<file path="src/rtl/crc_pkg.sv">
// crc_pkg: shared constants and FSM state type for the CRC-16/CCITT frame
// checker (crc16_chk) and its 4-bit next-state function (crc16_1021_step).
//   CRC16_POLY    - generator polynomial x^16+x^12+x^5+1 (0x1021)
//   CRC16_INIT    - default CRC register seed
//   CRC16_MIN_NIB - frames shorter than this many nibbles are "short"
//   state_t       - checker FSM states
package crc_pkg;

  localparam logic [15:0] CRC16_POLY    = 16'h1021;
  localparam logic [15:0] CRC16_INIT    = 16'hFFFF;
  localparam int unsigned CRC16_MIN_NIB = 5;

  typedef enum logic [1:0] {
    IDLE = 2'd0,
    RUN  = 2'd1,
    RESP = 2'd2
  } state_t;

endpackage

</file>
<file path="src/rtl/crc16_1021_step.sv">
// crc16_1021_step: combinational CRC-16/CCITT next-state function for one
// 4-bit nibble, MSB (bit 3) first, no reflection, no xor-out.
// Ports:
//   crc_i  [15:0] - current CRC register
//   data_i [3:0]  - nibble; bit 3 is the first serial bit
//   crc_o  [15:0] - CRC register after shifting in the four bits
module crc16_1021_step
  import crc_pkg::*;
(
  input  logic [15:0] crc_i,
  input  logic [3:0]  data_i,
  output logic [15:0] crc_o
);

  logic [15:0] c;
  logic [3:0]  d;
  logic        fb;

  // Unrolled bit-serial LFSR; the data nibble is shifted left so d[3] is
  // always the next serial bit.
  always_comb begin
    c  = crc_i;
    d  = data_i;
    fb = 1'b0;
    for (int unsigned i = 0; i < 4; i++) begin
      fb = c[15] ^ d[3];
      c  = {c[14:0], 1'b0} ^ (fb ? CRC16_POLY : '0);
      d  = {d[2:0], 1'b0};
    end
    crc_o = c;
  end

endmodule

</file>
<file path="config.mk">
export PLATFORM = sky130hd
export DESIGN_NAME = crc16_1021_step
export DESIGN_NICKNAME = d
export VERILOG_FILES = /design/src/rtl/crc_pkg.sv /design/src/rtl/crc16_1021_step.sv
export SDC_FILE = /design/constraint.sdc
export NUM_CORES = 1
export LEC_CHECK = 0
export BUFFER_PORTS_ARGS = -buffer_cell sky130_fd_sc_hd__buf_2
export CORE_AREA = 5 5 42 44
export DETAILED_ROUTE_END_ITERATION = 10
export DIE_AREA = 0 0 47 49
export PLACE_DENSITY = 0.57
export SYNTH_ARGS = -nofsm -noshare
export SYNTH_HDL_FRONTEND = slang
export SYNTH_SLANG_ARGS = --single-unit
</file>
<file path="constraint.sdc">
create_clock -name vclk -period 0.8
set_input_delay 0.04 -clock vclk [all_inputs]
set_output_delay 0.04 -clock vclk [all_outputs]
set_load 0.005 [all_outputs]
</file>
==> impl_metrics.sql <==
INSERT INTO impl_metrics (metric_group, metric, value, unit) VALUES
('global_routing', 'grt_start_max_net_pins', '4', ''),
('routing', 'drtPass1Iterations', '1', ''),
('routing', 'vias', '212', ''),
('finish', 'final_common_cell', 'sky130_fd_sc_hd__buf_2', ''),
('routing', 'wire_per_inst', '10.5', 'µm'),
('routing', 'detail_route.drc_violations', '0', ''),
('routing', 'detailedRoute.firstIterationViolations', '0', ''),
('global_routing', 'grt.met2_usage', '0.0430', ''),
('pwr', 'power.density_cell_area', '721', 'mW/mm²'),
('global_routing', 'met1_usage', '0.0624', ''),
('finish', 'antenna-diode-count', '0', ''),
('yosys', 'syn-mean-instance-area', '15.5', 'µm²'),
('yosys', 'post_synth_inst_count', '17', ''),
('pwr', 'totalPowerFinal', '0.278', 'mW'),
('pwr', 'p_leak', '0.249', 'nW'),
('global_routing', 'grt_pass1_wl', '793', 'µm'),
('finish', 'synthToLayoutAreaGrowth', '46.7', '%'),
('worst_setup_path', 'crit_path_frequent_cell', 'sky130_fd_sc_hd__buf_2', ''),
('yosys', 'synth_sequential_area_ratio', '0', ''),
('finish', 'layout_common_cells', 'sky130_fd_sc_hd__buf_2 (28), sky130_fd_sc_hd__xor3_1 (8), sky130_fd_sc_hd__xor2_1 (4)', ''),
('status', 'result_of_the_run', 'finished, final reports clean', ''),
('floorplanning', 'core.rowCount', '14', ''),
('sta', 'final.period_utilization', '0.901', ''),
('sta', 'worst-slew-pin-transition', '0.114', 'ns'),
('worst_setup_path', 'crit_arrival', '0.68', 'ns'),
('global_routing', 'grt.total_usage', '0.0438', ''),
('sta', 'fmaxAchievable', '1390', 'MHz'),
('job', 'cap_viol_max_count', '0', ''),
('placed_design', 'dp.cells', '56', ''),
('finish', 'stdcell_count', '56', ''),
('floorplanning', 'die_h', '49', 'µm'),
('yosys', 'post-synth-top-area-fraction', '0.724', ''),
('sta', 'max_slew_headroom_at_the_worst_pin', '0.924', ''),
('worst_setup_path', 'critical_path.max_stage_delay', '0.39', 'ns'),
('floorplanning', 'design.die.area', '0.00230', 'mm²'),
('yosys', 'yosys.cell_types.count', '3', ''),
('sta', 'rsz_0062_raised_after_global_routing', 'no', ''),
('clock_network', 'cts-resized-gates', '0', ''),
('worst_setup_path', 'endpoint_kind', 'primary output', ''),
('routing', 'drt.antenna.violating_nets', '0', ''),
('clock_network', 'cts.repair_timing.setup_buffer_count', '0', ''),
('worst_setup_path', 'crit_required', '0.76', 'ns'),
('yosys', 'yosysWarningCount', '0', ''),
('routing', 'vias_per_cell', '3.79', ''),
('min_path', 'min-delay-path-class', 'input port to primary output', ''),
('floorplanning', 'die_width', '47', 'µm'),
('finish', 'final_nets', '62', ''),
('yosys', 'post-synth-top-area-cell', 'sky130_fd_sc_hd__xor3_1', ''),
('finish', 'n_clock_buffer', '0', ''),
('yosys', 'synthesis.nets', '37', ''),
('global_routing', 'grt_remaining_overflow', '0', ''),
('worst_setup_path', 'timing.critical_path.buf_inv', '2', ''),
('floorplanning', 'core_area', '0.00140', 'mm²'),
('yosys', 'ys_top_cells_by_area', 'sky130_fd_sc_hd__xor3_1 (72%), sky130_fd_sc_hd__buf_4 (14%), sky130_fd_sc_hd__xor2_1 (13%)', ''),
('sta', 'hold_slack', '0.0800', 'ns'),
('yosys', 'syn-cell-area', '263', 'µm²'),
('sta', 'finalSetupViolations', '0', ''),
('sta', 'timing.setup.tns', '0', 'ns'),
('routing', 'totalWireLength', '588', 'µm'),
('finish', 'drive_gt1_frac', '0.700', ''),
('global_routing', 'grt-busiest-layer', 'met1', ''),
('placed_design', 'globalplace.congestion', '0.616', ''),
('worst_setup_path', 'crit_slowest_cell', 'sky130_fd_sc_hd__xor3_1', ''),
('sta', 'slew_viol_final', '0', ''),
('global_routing', 'via_count_of_the_first_global_routing_pass', '192', ''),
('worst_setup_path', 'crit_fanout', '3', ''),
('clock_network', 'hold_buffers', '0', ''),
('floorplanning', 'ios', '36', ''),
('global_routing', 'met3_usage', '0.0443', ''),
('finish', 'sequential_cell_area', '0', 'µm²'),
('finish', 'n_sequential_cell', '0', ''),
('sta', 'final_hold_viol_count', '0', ''),
('worst_setup_path', 'worst_path_dominant_cell_family', 'XOR/XNOR gates', ''),
('global_routing', 'antenna_found_initial', '0', ''),
('worst_setup_path', 'chain_of_cells_forming_the_critical_path', 'buf_2, xor3_1, buf_2', ''),
('placed_design', 'io_buffers', '28', ''),
('worst_setup_path', 'crit_type', 'input port to primary output', ''),
('pwr', 'irDropWorstVdd', '0.000252', 'V'),
('sta', 'finalCriticalPeriod', '0.721', 'ns'),
('worst_setup_path', 'critPathLaunchType', 'input port', ''),
('floorplanning', 'initial_utilization', '0.188', '');
-- cell type report --
| class | instances | area [µm²] |
|---|---|---|
| multi-input combinational | 12 | 225 |
| fill | 158 | 1020 |
| tap | 16 | 20.0 |
| timing repair buffer | 28 | 140 |
-- cells by family after synthesis --
logic type,after synthesis,share of synthesized area
xor gates and xnor gates,12,0.857
buffers and inverters,5,0.143
-- metrics by stage --
stage / util / worst slack [ns] / instance area, µm²
2_1_floorplan: - / 0.333 / 263
3_3_place_gp: 0.275 / 0.0801 / 385
3_5_place_dp: 0.275 / 0.0696 / 385
4_1_cts: 0.275 / 0.0696 / 385
5_1_grt: 0.275 / 0.0396 / 385
6_report: 0.275 / 0.0793 / 385
-- per-layer routing --
metal / vias to the layer above / wire length [µm]
met4: 0 / 5
met2: 28 / 150
met1: 82 / 230
li1: 100 / -
met3: 2 / 201
met5: - / 0
-- where the power goes --
part,leakage [nW],total (mW),switching (mW),internal (mW)
combinational,0.249,0.278,0.0913,0.187
sequential,0,0,0,0
clock,0,0,0,0
-- synth_stat cells, drive strengths merged --
master and instances:
xor3 8, xor2 4, buf 5
-- final timing paths --
kind | from | endpoint | slack (ns) | depth (start not counted)
worst max-delay path | data_i[1] | crc_o[6] | 0.08 | 3
worst min-delay path | crc_i[7] | crc_o[11] | 0.08 | 0
Note: power is estimated with default switching activity, not from simulation.
